$ cat config.mk
export PLATFORM = sky130hd
export DESIGN_NAME = prio_sel_reg_flat
export DESIGN_NICKNAME = d
export VERILOG_FILES = /design/src/rtl/prio_sel_reg_if.sv /design/src/rtl/prio_sel_reg.sv /design/src/flat_wrapper.sv
export SDC_FILE = /design/constraint.sdc
export NUM_CORES = 1
export LEC_CHECK = 0
export CORE_MARGIN = 2
export CORE_UTILIZATION = 35
export CTS_CLUSTER_SIZE = 14
export DETAILED_ROUTE_END_ITERATION = 8
export PLACE_DENSITY_LB_ADDON = 0.05
export REMOVE_ABC_BUFFERS = 1
export SYNTH_ARGS = -nofsm -noshare
export SYNTH_HDL_FRONTEND = slang
export SYNTH_SLANG_ARGS = --single-unit
$ cat constraint.sdc
create_clock -name clk -period 1.4 [get_ports clk]
set_input_delay 0.35 -clock clk [delete_from_list [all_inputs] [get_ports clk]]
set_output_delay 0.35 -clock clk [all_outputs]
set_load 0.01 [all_outputs]
$ cat src/rtl/prio_sel_reg_if.sv
// prio_sel_reg_if: select/candidate inputs and registered-output handshake of prio_sel_reg.
interface prio_sel_reg_if #(
  parameter int WIDTH = 4,
  parameter int N     = 4,
  parameter int CNT_W = 8
);
  localparam int IDX_W = (N > 2) ? $clog2(N) : 1;
  logic [N-1:0]       sel;
  logic [N*WIDTH-1:0] din;
  logic               out_ready;
  logic               out_valid;
  logic [WIDTH-1:0]   out_data;
  logic [IDX_W-1:0]   out_idx;
  logic [N-1:0]       ack;
  logic [CNT_W-1:0]   stall_cnt;
  modport master (
    output sel, din, out_ready,
    input  out_valid, out_data, out_idx, ack, stall_cnt
  );
  modport slave (
    input  sel, din, out_ready,
    output out_valid, out_data, out_idx, ack, stall_cnt
  );
endinterface

$ cat src/rtl/prio_sel_reg.sv
// prio_sel_reg: N-way priority select into a valid/ready output register with stall counter.
// Define PRIO_SEL_ROUND_ROBIN_EN for rotating priority; default is fixed lowest-index priority.
module prio_sel_reg #(
  parameter int               WIDTH       = 4,
  parameter int               N           = 4,
  parameter logic [WIDTH-1:0] DEFAULT_VAL = '0,
  parameter logic [WIDTH-1:0] RST_VAL     = WIDTH'(4'hE),
  parameter int               CNT_W       = 8
) (
  input logic            clk,
  input logic            rst,
  prio_sel_reg_if.slave  bus
);
  localparam int IDX_W = (N > 2) ? $clog2(N) : 1;
  logic             valid_q, valid_d;
  logic [WIDTH-1:0] data_q, data_d;
  logic [IDX_W-1:0] idx_q, idx_d;
  logic [CNT_W-1:0] cnt_q, cnt_d;
  logic [IDX_W-1:0] w;
  logic             load, hit;
  assign load = !valid_q || bus.out_ready;
  assign hit  = |bus.sel;
`ifdef PRIO_SEL_ROUND_ROBIN_EN
  logic [IDX_W-1:0] ptr_q, ptr_d;
  int               j;
  // Scan from the farthest position back toward ptr so the nearest requester wins.
  always_comb begin
    w = '0;
    j = 0;
    for (int k = N - 1; k >= 0; k--) begin
      j = int'(ptr_q) + k;
      j = (j >= N) ? j - N : j;
      if (bus.sel[IDX_W'(j)]) w = IDX_W'(j);
    end
  end
  assign ptr_d = (load && hit) ? ((w == IDX_W'(N - 1)) ? '0 : w + 1'b1) : ptr_q;
  always_ff @(posedge clk) ptr_q <= rst ? '0 : ptr_d;
`else
  always_comb begin
    w = '0;
    for (int k = N - 1; k >= 0; k--)
      if (bus.sel[k]) w = IDX_W'(k);
  end
`endif
  always_comb begin
    valid_d = load ? hit : valid_q;
    data_d  = load ? (hit ? bus.din[w*WIDTH +: WIDTH] : DEFAULT_VAL) : data_q;
    idx_d   = load ? (hit ? w : '0) : idx_q;
    cnt_d   = (valid_q && !bus.out_ready && cnt_q != '1) ? cnt_q + CNT_W'(1) : cnt_q;
  end
  always_ff @(posedge clk) begin
    if (rst) begin
      valid_q <= 1'b0;
      data_q  <= RST_VAL;
      idx_q   <= '0;
      cnt_q   <= '0;
    end else begin
      valid_q <= valid_d;
      data_q  <= data_d;
      idx_q   <= idx_d;
      cnt_q   <= cnt_d;
    end
  end
  assign bus.ack       = (!rst && load && hit) ? (N'(1) << w) : '0;
  assign bus.out_valid = valid_q;
  assign bus.out_data  = data_q;
  assign bus.out_idx   = idx_q;
  assign bus.stall_cnt = cnt_q;
endmodule

$ cat src/flat_wrapper.sv
// flat-port wrapper written by rule: the top's interface ports become plain ports
module prio_sel_reg_flat 
#(
  parameter int               WIDTH       = 4,
  parameter int               N           = 4,
  parameter logic [WIDTH-1:0] DEFAULT_VAL = '0,
  parameter logic [WIDTH-1:0] RST_VAL     = WIDTH'(4'hE),
  parameter int               CNT_W       = 8
)
  (clk, rst, bus_sel, bus_din, bus_out_ready, bus_out_valid, bus_out_data, bus_out_idx, bus_ack, bus_stall_cnt);
  prio_sel_reg_if #(.WIDTH(WIDTH), .N(N), .CNT_W(CNT_W)) bus_i ();
  input logic clk;
  input logic rst;
  input wire logic [$bits(bus_i.sel)-1:0] bus_sel;
  input wire logic [$bits(bus_i.din)-1:0] bus_din;
  input wire logic [$bits(bus_i.out_ready)-1:0] bus_out_ready;
  output wire logic [$bits(bus_i.out_valid)-1:0] bus_out_valid;
  output wire logic [$bits(bus_i.out_data)-1:0] bus_out_data;
  output wire logic [$bits(bus_i.out_idx)-1:0] bus_out_idx;
  output wire logic [$bits(bus_i.ack)-1:0] bus_ack;
  output wire logic [$bits(bus_i.stall_cnt)-1:0] bus_stall_cnt;
  assign bus_i.sel = bus_sel;
  assign bus_i.din = bus_din;
  assign bus_i.out_ready = bus_out_ready;
  assign bus_out_valid = bus_i.out_valid;
  assign bus_out_data = bus_i.out_data;
  assign bus_out_idx = bus_i.out_idx;
  assign bus_ack = bus_i.ack;
  assign bus_stall_cnt = bus_i.stall_cnt;
  prio_sel_reg #(.WIDTH(WIDTH), .N(N), .DEFAULT_VAL(DEFAULT_VAL), .RST_VAL(RST_VAL), .CNT_W(CNT_W)) u_core (.clk(clk), .rst(rst), .bus(bus_i));
endmodule
==> qor.txt, run 1 <==
Setup WS pre-CTS: -0.832 ns
Most used DFF post-synth: dfxtp_1
first-pass GRT wire length: 3770 um
via count: 946
Avg WL per Cell: 12.5 um
Area growth, synth to finish: 79.1%
row count: 17
# H-tree levels: 1
Initial Util: 37.1%
Pre-antenna DRT Iters: 4
Critical Path RT: 1.05 ns
largest fanout on the critical path: 3
HP Class: reg -> reg
leakage: 0.673 nW
antenna viol nets, final: 0
count of final setup violators: 4
setup TNS: -0.504 ns
Slew Limit Headroom: 77.2%
Num Clock Sinks: 15
filler cell count: 207
post-DP HPWL: 1810 um
Post-synth EDFFs: 0
CTS tree: built
Placer Congestion: 0.792
area of the die: 0.00275 mm^2
CTS buffer count: 3
total detailed-routing wirelength: 2330 um
Clk Latency, worst-skew pair: 0.28 ns
Die W: 52.4 um
clk slew on worst S/H paths: 0.08 ns
Antenna Cells: 0
worst clock skew: 0.00306 ns
Max Freq: 647 MHz
I/O Buffers: 41
Async S/R FF share, synth: 0%
max-cap viol count: 0
core area: 0.00221 mm^2
Final Slew Violations: 0
chip height: 52.4 um
worst slew pin tran: 0.343 ns
Worst Setup Start Kind: flop
dpl cells: 179
vias per std cell: 5.09
DRC: 0
Final Critical Period: 1.55 ns
Post-Syn Area per Cell: 8.73 um^2
Overflow after GRT: 0
Critical Path AT: 1.20 ns
initial DRC count: 25
CP endpoint kind: output pin
Clock Path Buffers: 2
Root Buffer: clkbuf_4
nets@finish: 183
initial antenna violation count: 0
yosys warns: 0
vias in the first global route: 880
crit share post-route: 110%
hold_buf cts: 0
share of cells above drive strength 1: 35.4%
largest net degree at the start of global routing: 14
final worst-path setup slack: -0.146 ns
Non-Filler Instances: 186
status: finished, violations left
Fin. Hold Viols: 0
failing checks: negative setup slack
Ports: 42
most frequent cells in the layout: buf_4 (21), clkdlybuf4s50_1 (16), dlygate4sd2_1 (16)
VDD IR-drop max: 0.683 mV
leading cell type in the layout, fill and taps excluded: buf_4
#FFs+latches synth: 15
hold slack: 0.461 ns
RSZ-0062 raised after global routing: yes
synthesized instance count: 94
Syn Std Cell Area: 821 um^2
Pwr per Cell Area: 647 mW/mm^2
Setup Crit Path Kind: reg -> out
GRT Overall Usage: 18.4%
distinct cell type count after synthesis: 39
sequential share of the synthesized area: 36.6%
==> final timing paths <==
kind / from / endpoint / slack [ns] / cells past startpoint
max: u_core.bus.out_valid / bus_ack[3] / -0.15 / 4
min reg2reg: u_core.bus.out_idx[0] / u_core.bus.out_idx[0] / 0.46 / 2
max reg2reg: u_core.bus.stall_cnt[1] / u_core.bus.stall_cnt[7] / 0.03 / 5
min: u_core.bus.out_idx[0] / u_core.bus.out_idx[0] / 0.46 / 2
==> flip-flops by register name, indices dropped and copies added (netlist names) <==
register and flops:
u_core.bus.out_data 4, u_core.bus.out_valid 1, u_core.bus.stall_cnt 8, u_core.bus.out_idx 2
==> logic make-up after synthesis <==
kind of cell,share of synthesized area [%]
multiplexers,4.27
AND/OR/NAND/NOR,29.4
buffers and inverters,3.66
adder cells (fa/ha/maj),1.52
AO/OA/AOI/OAI,21.3
flip-flops,36.6
XOR/XNOR,3.20
==> synth_stat cells (2+ instances only) <==
master,number,area (um^2)
dfxtp_1,15,300
nand4_1,2,12.5
mux2i_1,2,20.0
a31oi_1,3,18.8
a22o_1,4,35.0
clkbuf_1,2,7.51
a21oi_1,5,25.0
nor2b_1,2,12.5
nand3_1,2,10.0
o21ai_0,3,15.0
a22oi_1,2,15.0
nor2_1,12,45.0
nor3_1,2,10.0
nand2_1,7,26.3
a222oi_1,3,30.0
and3_1,3,18.8
o21bai_1,2,15.0
xor2_1,2,17.5
==> per-layer routing <==
layer	routed length [um]	vias to the layer above	global-route usage [%]
li1	-	482	-
met1	1100	438	24.8
met4	0	0	2.56
met5	0	-	0
met3	127	0	6.29
met2	1100	26	29.2
==> timing repair <==
action                                  CTS  global route
buffers inserted                          2             1
pin swaps                                 7            10
endpoints found under the setup margin   29            10
resized for setup                        56            13
==> worst max-delay path, stage by stage, from the launching register on <==
cell     delay, ns
dfxtp_2       0.33
and2b_2       0.21
nor2_4        0.09
and3_4        0.19
buf_6         0.09
==> report_power, final <==
group	internal, mW	switching [mW]	leakage [nW]	total (mW)
Clock	0.111	0.130	0.0150	0.240
Combinational	0.151	0.104	0.533	0.255
Sequential	0.446	0.0101	0.125	0.456
==> layout make-up <==
| class | instances | area [um^2] | share of cell area [%] |
|---|---|---|---|
| clock buffer | 4 | 26.3 | 1.79 |
| inverter | 1 | 3.75 | 0.255 |
| multi-input combinational | 74 | 551 | 37.4 |
| sequential | 15 | 307 | 20.9 |
| tap | 28 | 35.0 | 2.38 |
| timing repair buffer | 64 | 548 | 37.3 |
==> metrics by stage <==
| stage | power [mW] | instance area (um^2) | util, % |
|---|---|---|---|
| after detailed placement | 0.716 | 1390 | 62.8 |
| after global placement | 0.713 | 1390 | 62.8 |
| after global routing | 1.01 | 1470 | 66.5 |
| after floorplan | 0.546 | 795 | - |
| after CTS | 0.949 | 1420 | 64.3 |
| final | 0.951 | 1470 | 66.5 |
(Power assumes the default switching activity.)
==> run 2: changes to the inputs <==
--- a/config.mk
+++ b/config.mk
@@ -6,10 +6,11 @@
 export NUM_CORES = 1
 export LEC_CHECK = 0
 export CORE_MARGIN = 2
-export CORE_UTILIZATION = 35
+export CORE_UTILIZATION = 39
 export CTS_CLUSTER_SIZE = 14
 export DETAILED_ROUTE_END_ITERATION = 8
 export PLACE_DENSITY_LB_ADDON = 0.05
+export RECOVER_POWER = 25
 export REMOVE_ABC_BUFFERS = 1
 export SYNTH_ARGS = -nofsm -noshare
 export SYNTH_HDL_FRONTEND = slang
==> constraint.sdc (replaced) <==
create_clock -name clk -period 1.7 [get_ports clk]
set_input_delay 0.425 -clock clk [delete_from_list [all_inputs] [get_ports clk]]
set_output_delay 0.425 -clock clk [all_outputs]
set_load 0.01 [all_outputs]
==> qor.txt, run 2 (synthesis gave the netlist of run 1 again) <==
CTS buffer count: 3 (unchanged)
max FFs per register: 8 (unchanged)
total power: 0.773 mW (was 0.951 mW)
Final Slew Violations: 0 (unchanged)
largest net degree at the start of global routing: 14 (unchanged)
GRT Overall Usage: 19.3% (was 18.4%)
Clock Path Buffers: 2 (unchanged)
chip height: 49.9 um (was 52.4 um)
total detailed-routing wirelength: 2290 um (was 2330 um)
crit share post-route: 97.7%
status: finished, final reports clean (was finished, violations left)
CTS tree: built (unchanged)
Critical Path AT: 1.24 ns (was 1.20 ns)
Slew Limit Headroom: 81.4% (was 77.2%)
Overflow after GRT: 0 (unchanged)
Hold Crit Depth: 2 (unchanged)
via count: 922 (was 946)
VDD IR-drop max: 0.719 mV (was 0.683 mV)
R2R depth: 6 (was 5)
initial antenna violation count: 0 (unchanged)
Critical Path RT: 1.27 ns (was 1.05 ns)
CP endpoint kind: output pin (unchanged)
Max Freq: 602 MHz
Die W: 49.9 um (was 52.4 um)
# H-tree levels: 1 (unchanged)
worst reg2reg setup slack: 0.23 ns (was 0.03 ns)
post-route cell area: 0.00138 mm^2 (was 0.00147 mm^2)
Antenna Cells: 0 (unchanged)
max-cap viol count: 0 (unchanged)
Placement Cell Area: 0.00134 mm^2 (was 0.00139 mm^2)
initial DRC count: 30 (was 25)
share of cells above drive strength 1: 28.0% (was 35.4%)
vias in the first global route: 862 (was 880)
Pwr per Cell Area: 562 mW/mm^2 (was 647 mW/mm^2)
Final Critical Period: 1.66 ns
HP Class: reg -> reg (unchanged)
Worst Setup Start Kind: input port (was flop)
count of final setup violators: 0 (was 4)
I/O Buffers: 41 (unchanged)
Avg WL per Cell: 12.9 um (was 12.5 um)
Pre-antenna DRT Iters: 6 (was 4)
first-pass GRT wire length: 3730 um (was 3770 um)
leakage: 0.598 nW (was 0.673 nW)
Area growth, synth to finish: 67.7% (was 79.1%)
Num Clock Sinks: 15 (unchanged)
hold_buf cts: 0 (unchanged)
row count: 16 (was 17)
clk slew on worst S/H paths: 0.08 ns (about the same)
Clk Latency, worst-skew pair: 0.28 ns (about the same)
worst slew pin tran: 0.279 ns (was 0.343 ns)
DRC: 0 (unchanged)
Worst R2R End: u_core.bus.stall_cnt[7] (unchanged)
core area: 0.00198 mm^2 (was 0.00221 mm^2)
Fin. Hold Viols: 0 (unchanged)
Placer Congestion: 0.802 (was 0.792)
Root Buffer: clkbuf_4 (unchanged)
vias per std cell: 5.21 (was 5.09)
largest fanout on the critical path: 3 (unchanged)
worst r2r src: u_core.bus.out_valid (was u_core.bus.stall_cnt[1])
area of the die: 0.00249 mm^2 (was 0.00275 mm^2)
RSZ-0062 raised after global routing: yes (unchanged)
nets@finish: 175 (was 183)
Setup Crit Path Kind: in -> out (was reg -> out)
most frequent cells in the layout: clkdlybuf4s50_1 (30), buf_4 (15), nor2_1 (10) (was buf_4 (21), clkdlybuf4s50_1 (16), dlygate4sd2_1 (16))
antenna viol nets, final: 0 (unchanged)
Ports: 42 (unchanged)
filler cell count: 167 (was 207)
Initial Util: 41.4% (was 37.1%)
hold_sp: u_core.bus.out_idx[0] (unchanged)
worst clock skew: 0.00273 ns (was 0.00306 ns)
Worst Hold Endpoint: u_core.bus.out_idx[0] (unchanged)
leading cell type in the layout, fill and taps excluded: clkdlybuf4s50_1 (was buf_4)
post-DP HPWL: 1880 um (was 1810 um)
-- run 2: changes by cell type in the layout (fill, tap and decap cells not counted), sizes merged --
| cell | change |
|---|---|
| buf | -9 |
| clkdlybuf4s15 | -2 |
| dlymetal6s2s | +1 |
| clkdlybuf4s50 | +14 |
| dlygate4sd2 | -12 |
-- run 2: worst max path at each step --
stage	depth (start not counted)	slack, ns	to	start
6_report	5	0.04	bus_ack[3]	bus_out_ready
5_1_grt	5	-0.02	bus_ack[1]	bus_out_ready
4_1_cts	5	0.03	bus_ack[2]	bus_out_ready
3_5_place_dp	5	-0.68	bus_ack[2]	bus_out_ready
3_3_place_gp	5	-0.66	bus_ack[2]	bus_out_ready
2_1_floorplan	3	0.25	bus_ack[2]	bus_out_ready
-- run 2: cell type report --
| class | instances | area [um^2] | area share [%] |
|---|---|---|---|
| clock buffers | 4 | 26.3 | 1.91 |
| well taps | 27 | 33.8 | 2.45 |
| flip-flops and latches | 15 | 309 | 22.5 |
| inverters | 1 | 3.75 | 0.273 |
| multi-input cells | 74 | 508 | 36.9 |
| repair buffers | 56 | 495 | 36.0 |
-- run 2: timing repair --
item	in CTS	in global routing
setup endpoints to repair	9	7
cloned	0	0
buffers inserted	1	0
gates resized for setup	30	8
pin swaps	3	1
-- run 2: power breakdown --
| group | internal, mW | switching, mW |
|---|---|---|
| clock | 0.0911 | 0.106 |
| combinational | 0.121 | 0.0775 |
| sequential | 0.367 | 0.0108 |
-- run 2: worst max-delay path, cell delays in order --
cell and delay [ns]:
dlygate4sd2_1 0.24, and2b_2 0.24, nor2_4 0.04, and3_1 0.16
buf_2 0.13
-- run 2: per-layer routing --
layer	wire length, um	vias to the layer above	track usage, %	share of wire [%]
met5	0	-	0	0
met4	0	0	1.39	0
met3	133	0	6.06	5.8
met2	1160	30	35.1	50
met1	1000	424	23.0	44
li1	-	468	-	-
-- run 2: stage by stage --
stage / TNS [ns] / worst slack (ns) / utilization [%] / hold slack [ns] / instances
finish: 0 / 0.0391 / 69.4 / 0.456 / 177
global route: -0.0242 / -0.0242 / 69.4 / 0.472 / 177
global placement: -4.24 / -0.659 / 67.8 / 0.437 / 172
CTS: 0 / 0.0256 / 68.8 / 0.459 / 177
floorplan: 0 / 0.250 / - / 0.470 / 90
detailed placement: -4.50 / -0.676 / 67.8 / 0.447 / 172
==> run 3: changes to the inputs <==
--- a/config.mk
+++ b/config.mk
@@ -12,6 +12,7 @@
 export PLACE_DENSITY_LB_ADDON = 0.05
 export RECOVER_POWER = 25
 export REMOVE_ABC_BUFFERS = 1
+export SKIP_CTS_REPAIR_TIMING = 1
 export SYNTH_ARGS = -nofsm -noshare
 export SYNTH_HDL_FRONTEND = slang
 export SYNTH_SLANG_ARGS = --single-unit
==> qor.txt, run 3 (synthesis gave the netlist of run 1 again) <==
Initial Util: 41.4% (unchanged)
I/O Buffers: 41 (unchanged)
nets@finish: 175 (unchanged)
max FFs per register: 8 (unchanged)
Avg WL per Cell: 13.0 um (was 12.9 um)
worst r2r src: u_core.bus.out_valid (unchanged)
Final Critical Period: 1.63 ns (was 1.66 ns)
HP Class: reg -> reg (unchanged)
leakage: 0.619 nW (was 0.598 nW)
via count: 909 (was 922)
CP endpoint kind: output pin (unchanged)
Slew Limit Headroom: 79.7% (was 81.4%)
Layout Utilization: 70.0% (was 69.4%)
status: finished, final reports clean (unchanged)
Setup Crit Path Kind: reg -> out (was in -> out)
Overflow after GRT: 0 (unchanged)
initial antenna violation count: 0 (unchanged)
crit share post-route: 96.0% (was 97.7%)
# H-tree levels: 1 (unchanged)
RSZ-0062 raised after global routing: no (was yes)
Area growth, synth to finish: 69.1% (was 67.7%)
largest net degree at the start of global routing: 14 (unchanged)
vias in the first global route: 866 (was 862)
CP Capture Point: bus_out_data[0] (was bus_ack[3])
worst reg2reg setup slack: 0.19 ns (was 0.23 ns)
WP depth: 1 (was 5)
Fin. Hold Viols: 0 (unchanged)
Placer Congestion: 0.802 (unchanged)
first-pass GRT wire length: 3730 um (about the same)
Clock Path Buffers: 2 (unchanged)
Antenna Cells: 0 (unchanged)
R2R depth: 6 (unchanged)
hold_sp: u_core.bus.out_idx[0] (unchanged)
antenna viol nets, final: 0 (unchanged)
count of final setup violators: 0 (unchanged)
clk slew on worst S/H paths: 0.08 ns (about the same)
Num Clock Sinks: 15 (unchanged)
Pre-antenna DRT Iters: 7 (was 6)
crit path buf inv count: 1 (was 2)
largest fanout on the critical path: 3 (unchanged)
row count: 16 (unchanged)
Max Freq: 613 MHz (was 602 MHz)
Final Slew Violations: 0 (unchanged)
hold slack: 0.454 ns (was 0.456 ns)
CP max stage delay: 0.56 ns (was 0.24 ns)
VDD IR-drop max: 0.716 mV (was 0.719 mV)
Root Buffer: clkbuf_4 (unchanged)
Worst Setup Start Kind: flop (was input port)
Critical Path RT: 1.27 ns (about the same)
worst clock skew: 0.00244 ns (was 0.00273 ns)
critical path startpoint: u_core.bus.out_data[0] (was bus_out_ready)
total detailed-routing wirelength: 2300 um (was 2290 um)
crit path max-delay cell type: clkdlybuf4s50_1 (was dlygate4sd2_1)
vias per std cell: 5.14 (was 5.21)
worst slew pin tran: 0.305 ns (was 0.279 ns)
Non-Filler Instances: 177 (unchanged)
Ports: 42 (unchanged)
CTS buffer count: 3 (unchanged)
setup TNS: 0 ns (unchanged)
DRC: 0 (unchanged)
Crit path max-delay family: buffers and inverters (was simple AND/OR/NAND/NOR gates)
Worst R2R End: u_core.bus.stall_cnt[7] (unchanged)
CTS tree: built (unchanged)
area of the die: 0.00249 mm^2 (unchanged)
chip height: 49.9 um (unchanged)
total power: 0.773 mW (about the same)
crit-path cells: clkdlybuf4s50_1 (was dlygate4sd2_1 > and2b_2 > nor2_4 > and3_1 > buf_2)
Pwr per Cell Area: 557 mW/mm^2 (was 562 mW/mm^2)
initial DRC count: 27 (was 30)
Die W: 49.9 um (unchanged)
share of cells above drive strength 1: 24.7% (was 28.0%)
GRT Overall Usage: 19.3% (unchanged)
Clk Latency, worst-skew pair: 0.28 ns (about the same)
leading cell type in the layout, fill and taps excluded: clkdlybuf4s50_1 (unchanged)
Critical Path AT: 1.21 ns (was 1.24 ns)
max-cap viol count: 0 (unchanged)
core area: 0.00198 mm^2 (unchanged)
most frequent cells in the layout: clkdlybuf4s50_1 (30), buf_4 (12), nor2_1 (11) (was clkdlybuf4s50_1 (30), buf_4 (15), nor2_1 (10))
dpl cells: 172 (unchanged)
post-DP HPWL: 1880 um (unchanged)
## run 3: cell types whose count changed in the layout (fill, tap and decap cells not counted), sizes merged
cell / change
dlymetal6s2s: +5
clkdlybuf4s25: +1
clkdlybuf4s15: -1
dlygate4sd2: -4
buf: -4
clkbuf: +3
## run 3: worst min-delay path by stage
stage          slack [ns]                     to  depth (start not counted)
4_1_cts              0.46  u_core.bus.out_idx[0]                          2
2_1_floorplan        0.47  u_core.bus.out_idx[0]                          2
3_5_place_dp         0.45  u_core.bus.out_idx[0]                          2
3_3_place_gp         0.44  u_core.bus.out_idx[0]                          2
6_report             0.45  u_core.bus.out_idx[0]                          2
5_1_grt              0.47  u_core.bus.out_idx[0]                          2
## run 3: power breakdown
part | switching [mW] | internal [mW] | leakage, nW
Clock | 0.106 | 0.0911 | 0.0150
Combinational | 0.0769 | 0.121 | 0.478
Sequential | 0.0109 | 0.367 | 0.126
Total | 0.194 | 0.579 | 0.619
## run 3: layer usage
| layer | global-route usage (%) | routed length [um] |
|---|---|---|
| met5 | 0 | 0 |
| met4 | 1.39 | 0 |
| met3 | 6.06 | 116 |
| met2 | 35.6 | 1180 |
| met1 | 22.6 | 1000 |
## run 3: through the flow
stage	instance area (um^2)	setup slack, ns
CTS	1370	-0.673
finish	1390	0.0676
global route	1390	0.0114
floorplan	795	0.250
detailed placement	1340	-0.676
global placement	1340	-0.659
## run 3: final cells by class
class / count / area (um^2)
inverters: 1 / 3.75
clock buffers: 4 / 26.3
repair buffers: 56 / 510
fillers: 166 / 594
flip-flops and latches: 15 / 309
multi-input cells: 74 / 504
well taps: 27 / 33.8
